===== config.mk =====
export PLATFORM = sky130hd
export DESIGN_NAME = uart_tx
export DESIGN_NICKNAME = d
export VERILOG_FILES = /design/src/rtl/uart_tx.sv
export SDC_FILE = /design/constraint.sdc
export NUM_CORES = 1
export LEC_CHECK = 0
export CAP_MARGIN = 10
export CORE_MARGIN = 2
export CORE_UTILIZATION = 31
export DETAILED_ROUTE_END_ITERATION = 10
export GPL_TIMING_DRIVEN = 0
export HOLD_SLACK_MARGIN = 0.12
export PLACE_DENSITY = 0.57
export SLEW_MARGIN = 20
export SYNTH_ARGS = -nofsm -noshare
export SYNTH_HDL_FRONTEND = slang
export SYNTH_SLANG_ARGS = --single-unit

===== constraint.sdc =====
create_clock -name sclk -period 2.85 [get_ports sclk]
set_clock_uncertainty 0.1 [all_clocks]
set_input_delay 0.855 -clock sclk [delete_from_list [all_inputs] [get_ports sclk]]
set_output_delay 0.855 -clock sclk [all_outputs]
set_load 0.005 [all_outputs]

===== src/rtl/uart_tx.sv =====
`timescale 1ns/1ps
// UART transmitter: pops bytes from a show-ahead FIFO and sends start, 8 data bits
// MSB first, optional parity (build with UART_TX_PARITY_EN) and one stop bit.
module uart_tx (
  input  logic        sclk,
  input  logic        rstn,
  input  logic        tx_en_i,
  input  logic [15:0] baud_div_r,
  input  logic [1:0]  parity_r,
  input  logic        fifo_empty_i,
  input  logic [7:0]  fifo_data_i,
  output logic        fifo_rd_o,
  output logic        tx_o,
  output logic        busy_o,
  output logic        tx_done_o
);

  localparam logic [2:0] IDLE   = 3'd0;
  localparam logic [2:0] START  = 3'd1;
  localparam logic [2:0] DATA   = 3'd2;
`ifdef UART_TX_PARITY_EN
  localparam logic [2:0] PARITY = 3'd3;
`endif
  localparam logic [2:0] STOP   = 3'd4;

  logic [2:0]  state;
  logic [15:0] baud_cnt;
  logic [15:0] div_q;
  logic [2:0]  bit_cnt;
  logic [7:0]  shift_q;
  logic        tx_q;
  logic        busy_q;
  logic        start_frame;
  logic        bit_end;

`ifdef UART_TX_PARITY_EN
  logic        par_en_q;
  logic        par_bit_q;
`else
  logic        parity_unused;
  assign parity_unused = ^parity_r;
`endif

  assign start_frame = (state == IDLE) && tx_en_i && !fifo_empty_i;
  // The pop is decoded combinationally so the start bit can appear on the very next cycle.
  assign fifo_rd_o   = rstn && start_frame;
  assign bit_end     = (baud_cnt == div_q);
  assign tx_done_o   = (state == STOP) && bit_end;
  assign tx_o        = tx_q;
  assign busy_o      = busy_q;

  // NOTE: every register below is state, so only non-blocking assignments are used; blocking
  // assignments here would make later statements see same-edge values and break ordering.
  always_ff @(posedge sclk or negedge rstn) begin
    if (!rstn) begin
      state     <= IDLE;
      baud_cnt  <= '0;
      div_q     <= '0;
      bit_cnt   <= '0;
      shift_q   <= '0;
      tx_q      <= 1'b1;
      busy_q    <= 1'b0;
`ifdef UART_TX_PARITY_EN
      par_en_q  <= 1'b0;
      par_bit_q <= 1'b0;
`endif
    end else begin
      if (state != IDLE) begin
        baud_cnt <= bit_end ? 16'd0 : baud_cnt + 16'd1;
      end

      case (state)
        IDLE: begin
          if (start_frame) begin
            shift_q   <= fifo_data_i;
            div_q     <= baud_div_r;
            baud_cnt  <= '0;
            bit_cnt   <= '0;
            tx_q      <= 1'b0;
            busy_q    <= 1'b1;
            state     <= START;
`ifdef UART_TX_PARITY_EN
            par_en_q  <= parity_r[1];
            par_bit_q <= (^fifo_data_i) ^ ~parity_r[0];
`endif
          end
        end

        START: begin
          if (bit_end) begin
            tx_q  <= shift_q[7];
            state <= DATA;
          end
        end

        DATA: begin
          if (bit_end) begin
            if (bit_cnt == 3'd7) begin
`ifdef UART_TX_PARITY_EN
              if (par_en_q) begin
                tx_q  <= par_bit_q;
                state <= PARITY;
              end else begin
                tx_q  <= 1'b1;
                state <= STOP;
              end
`else
              tx_q  <= 1'b1;
              state <= STOP;
`endif
            end else begin
              shift_q <= {shift_q[6:0], 1'b0};
              tx_q    <= shift_q[6];
              bit_cnt <= bit_cnt + 3'd1;
            end
          end
        end

`ifdef UART_TX_PARITY_EN
        PARITY: begin
          if (bit_end) begin
            tx_q  <= 1'b1;
            state <= STOP;
          end
        end
`endif

        STOP: begin
          if (bit_end) begin
            busy_q  <= 1'b0;
            bit_cnt <= '0;
            state   <= IDLE;
          end
        end

        default: begin
          // Unreachable encodings recover to a quiet idle line.
          state    <= IDLE;
          tx_q     <= 1'b1;
          busy_q   <= 1'b0;
          baud_cnt <= '0;
          bit_cnt  <= '0;
        end
      endcase
    end
  end

endmodule


# Word level (Yosys, flattened, before mapping)

Index checks and enable logic that the tools add are counted.

Bits in registers: 48
Output and inout bits: 4

Equal/unequal tests: 11
Mux-type cells: 26
Bitwise logic cells: 3
$add $sub $neg: 2
Reduce and logical (&&, ||, !) cells: 16

Operators by type and width:

| operator                | count |
|---|---|
| $mux W16                | 3 |
| $pmux W16 S2            | 1 |
| $mux W3                 | 8 |
| $mux W8                 | 3 |
| $pmux W3 S4             | 2 |
| $add A16 B1 Y16 const B | 1 |
| $eq A16 B16 Y1          | 1 |
| $pmux W8 S2             | 1 |
| $ne A2 B2 Y1 const B    | 6 |
| $reduce_and A5 Y1       | 2 |
| $reduce_and A4 Y1       | 2 |
| $eq A3 B3 Y1 const B    | 2 |
| $mux W1                 | 6 |
| $logic_and A1 B1 Y1     | 4 |
| $pmux W1 S4             | 1 |
| $add A3 B1 Y3 const B   | 1 |
| $eq A3 B1 Y1 const B    | 1 |
| $eq A3 B2 Y1 const B    | 1 |
| $logic_not A3 Y1        | 1 |
| $not A1 Y1              | 3 |
| $pmux W1 S3             | 1 |
| $reduce_and A3 Y1       | 1 |
| $reduce_bool A3 Y1      | 1 |
| $reduce_or A3 Y1        | 1 |
| other kinds (4)         | 4 |

# Longest topological paths before layout

Depth in word-level cells: 5
Mapped depth: 7
Depth with buffers taken out: 6

# Least setup slack after synthesis

No wires, ideal clock.

Kind: flip-flop to output port
Start point: register baud_cnt[0]
End point: output tx_done_o
Arrival: 1.279 ns
Slack: 0.616 ns
Path buffers: 0
Data required time: 1.895 ns
Cell stages (with the launch flop): 5
Cells stage by stage: dfrtp_1 > xor2_1 > nor4_2 > nand4_1 > nor2_1

Longest elaborated chain between the ends: 2

Ends and longest elaborated chain:

| element                | RTL line | text |
|---|---|---|
| start, declared        | 27       | `logic [15:0] baud_cnt;` |
| start signal, assigned | 69       | `baud_cnt <= bit_end ? 16'd0 : baud_cnt + 16'd1;` |
| $eq A16 B16 Y1         | 47       | `assign bit_end = (baud_cnt == div_q);` |
| $logic_and A1 B1 Y1    | 48       | `assign tx_done_o = (state == STOP) && bit_end;` |
| end, declared          | 15       | `output logic tx_done_o` |

Every way passes these cells.

# Final worst setup path

Start point: input rstn
End point: output fifo_rd_o

Longest elaborated chain between the ends: 1

Ends and longest elaborated chain:

| element             | RTL line | text |
|---|---|---|
| start, declared     | 6        | `input logic rstn,` |
| $logic_and A1 B1 Y1 | 46       | `assign fifo_rd_o = rstn && start_frame;` |
| end, declared       | 12       | `output logic fifo_rd_o,` |

Every way passes these cells.

==> impl_summary.md <==
Outcome
The run finished with clean final reports.

Power
The power density over the cells is 733 nW/um2. Combinational logic burns 33.9% of the power. The design draws 2350 uW. The analysis attributes to net switching a power of 741 uW.

Per report_power, the clock group accounts for 21.0% of the total. The static leakage is 0.00142 uW. The sequential fraction of design power is 45.1%. The highest ir drop seen on vdd is 0.254 mV. The fraction of power spent switching nets is 31.6%.

The internal power is 1610 uW.

Logic synthesis
After synthesis, the cell types taking the most area are sky130_fd_sc_hd__dfrtp_1, sky130_fd_sc_hd__xor2_1, sky130_fd_sc_hd__mux2_2. The mapped cell area is 2560 um2. Summed over its instances, the top area cell type makes up 45.9% of the synthesized netlist area. The synthesized net count is 267.

The dominant cell type by area after synthesis is sky130_fd_sc_hd__dfrtp_1. Synthesis instantiated 53 different standard cells from the library. Dividing the synthesized area by the synthesized cell count gives 11.0 um2. Yosys printed 0 warnings. The number of instances in the synthesized netlist is 234. The sequential cell area fraction in the yosys report is 46.9%. In this run, synthesis produced a sequential element count of 48.

CTS
TritonCTS built the clock tree. After clock tree synthesis, the clock-pin slew on the worst setup and hold paths is 0.09 ns. The CTS buffer count is 5. The clock net in this run drives a total of 48 sinks.

The clock tree synthesis step divided the H-tree into 2 levels. In this run the deepest clock path goes through 2 buffers. The hold buffer count at cts is 0. At the later pin of the worst-skew pair, clock insertion delay measures 0.30 ns.

The cell sitting at the root of the clock tree is a sky130_fd_sc_hd__clkbuf_8.

Cells and area
From synthesis to final layout, the design area changed by 24.9%. The repair_antennas step left the layout with diodes totalling 0. The final design utilization is 39.5%. In the layout the commonest cells are sky130_fd_sc_hd__dfrtp_1, sky130_fd_sc_hd__nor2_1, sky130_fd_sc_hd__clkdlybuf4s50_1. The share of cells above drive strength 1 is 21.4%. For this run, the post-layout net count is 313. The final cell count without fillers is 386. Leaving out fill and tap cells, the most frequent cell in the layout is sky130_fd_sc_hd__dfrtp_1.

Route
The number of vias per cell is 4.75. Summed over all layers, the routed wires come to 5280 um. In this run the remaining antenna-violating nets after routing total 0. The initial DRC count is 68. Summing over every cut layer, the via total after detailed routing is 1832.

In the routed design, unresolved DRC markers number 0. Dividing the detail-routed wire length by the instance count gives 13.7 um. The first detailed-routing pass ran for 4 iterations.

Setup path
The path depth of the worst reg2reg path is 7. For the worst setup path, the data arrival time is 1.78 ns. The critical path in this run is classified as input pin to output port. The data required time at the worst endpoint is 1.90 ns.

The largest fanout of any net on the critical path is 29. The worst setup path is captured at an output port. The kind of start point of the critical path is an input pin.

Timing
The slew at the pin with the worst max-slew slack is 0.534 ns. The top achievable clock speed is 366 MHz. The clock period could shrink to 2.73 ns.

The share of the clock period used by the worst path after layout is 95.9%. Setup repair after global routing left no endpoint under its margin. Setup violations remaining at the end of the flow were counted as 0.

The number of hold violations in the final report is 0. On the final layout, the worst hold slack is 0.324 ns. The relative slew slack is 64.4%. The number of slew-limit violations in the final report is 0.

Die
The floorplan has 33 rows. The area of the die is 9010 um2. Once the floorplan was initialized, standard cells occupied 31.7% of the core.

The number of top-level pins is 34. The width of the die is 94.9 um. The area of the core region is 8090 um2. The floorplan die height is 94.9 um.

Global routing
The first-pass GRT wire length is 8870 um. The initial antenna violation count is 0. The via count of the first global-routing pass is 1757. The global router's overall resource usage is 12.8%. The largest net degree at the start of global routing is 30. The total overflow reported by the global router is 0.

Place
The post-DP HPWL is 3790 um. The count of buffers from port buffering is 31. At the end of routability-driven placement, the weighted congestion stood at 0.816. The instance count after placement with tap cells included is 371.

Run
The number of max-capacitance violations reported is 0.

Hold path
The tightest min-delay check is of the input pin to async pin type.
## layout make-up
class	count	area [um2]
Fill cell	810	4890
Multi-Input combinational cell	170	1250
Sequential cell	48	1200
Timing Repair Buffer	39	378
Tap cell	105	131
Buffer	10	105
Clock buffer	6	72.6
Clock inverter	2	35.0
Inverter	6	22.5
## Yosys cell counts, drive strengths merged
cell      n
o211a     1
xor2     22
nand3     4
nand4     4
a31oi     1
a31o      1
and2      1
nor4      5
mux2i     1
o2bb2ai   1
o311ai    1
dfstp     1
nor2     36
mux2     17
buf       5
nand3b    1
o22a      9
or3       1
ha        3
o31ai     1
nand2b    1
nand2    12
clkbuf    5
nor3      7
nor2b     2
a21oi    11
and4      2
dfrtp    47
nand4b    1
o32ai     2
xnor2    10
a22o      2
or3b      1
o22ai     1
o21ai     2
o21a      1
nor3b     1
inv       6
and3      2
o31a      2
## power groups by stage
stage	sequential [uW]	combinational [uW]	clock [uW]
after floorplan	1050	570	0
after global placement	1080	726	0
after detailed placement	1090	743	0
after CTS	1070	791	509
after global routing	1090	903	535
final	1060	796	493
## metrics by stage
stage               setup TNS, ns  instance area [um2]  setup slack, ns
floorplan                       0                 2560            0.616
global placement           -31.13                 3000            -2.01
detailed placement         -0.732                 3020           -0.457
CTS                             0                 3190          0.00624
global route                    0                 3200           0.0100
finish                          0                 3200            0.116
## path summary, 6_finish.rpt
kind | startpoint | endpoint | slack [ns]
setup / recovery | rstn | fifo_rd_o | 0.12
hold / removal | rstn | div_q[8] | 0.32
setup reg to reg | baud_cnt[11] | bit_cnt[0] | 0.85
hold reg to reg | tx_o | tx_o | 0.39
max in group asynchronous | rstn | tx_o | 1.81
min in group sclk | tx_o | tx_o | 0.39
## worst max-delay path: stages
cell	delay, ns
sky130_fd_sc_hd__buf_4	0.27
sky130_fd_sc_hd__buf_12	0.24
sky130_fd_sc_hd__and3_4	0.21
sky130_fd_sc_hd__clkdlybuf4s15_2	0.19
## flip-flops by register name, summed over array words and instances, names as in the netlist
name	count
busy_o	1
bit_cnt	3
shift_q	8
div_q	16
state	3
tx_o	1
baud_cnt	16
## timing repair
| action | 4_1_cts | 5_1_grt |
|---|---|---|
| setup endpoints to repair | 2 | 2 |
| pin swaps | 5 | 3 |
| buffers inserted | 5 | 2 |
| resized for setup | 11 | 3 |
## per-layer routing
metal / wire length, um / vias to the layer above / part of all wire (%) / global-route usage (%)
li1: - / 912 / - / -
met1: 2600 / 888 / 49 / 17.8
met2: 2440 / 26 / 46 / 20.4
met3: 163 / 6 / 3.1 / 2.39
met4: 76 / 0 / 1.4 / 3.62
met5: 0 / - / 0 / 0
## kinds of logic after synthesis
family	count (synthesis)	synth area share, %
AND/OR/NAND/NOR	81	16.3
flip-flops	48	46.9
AO/OA/AOI/OAI	36	11.4
XOR/XNOR	32	10.9
multiplexers	18	8.01
buffers and inverters	16	4.98
adder cells (fa/ha/maj)	3	1.46
Power figures use the tool's default switching activity.
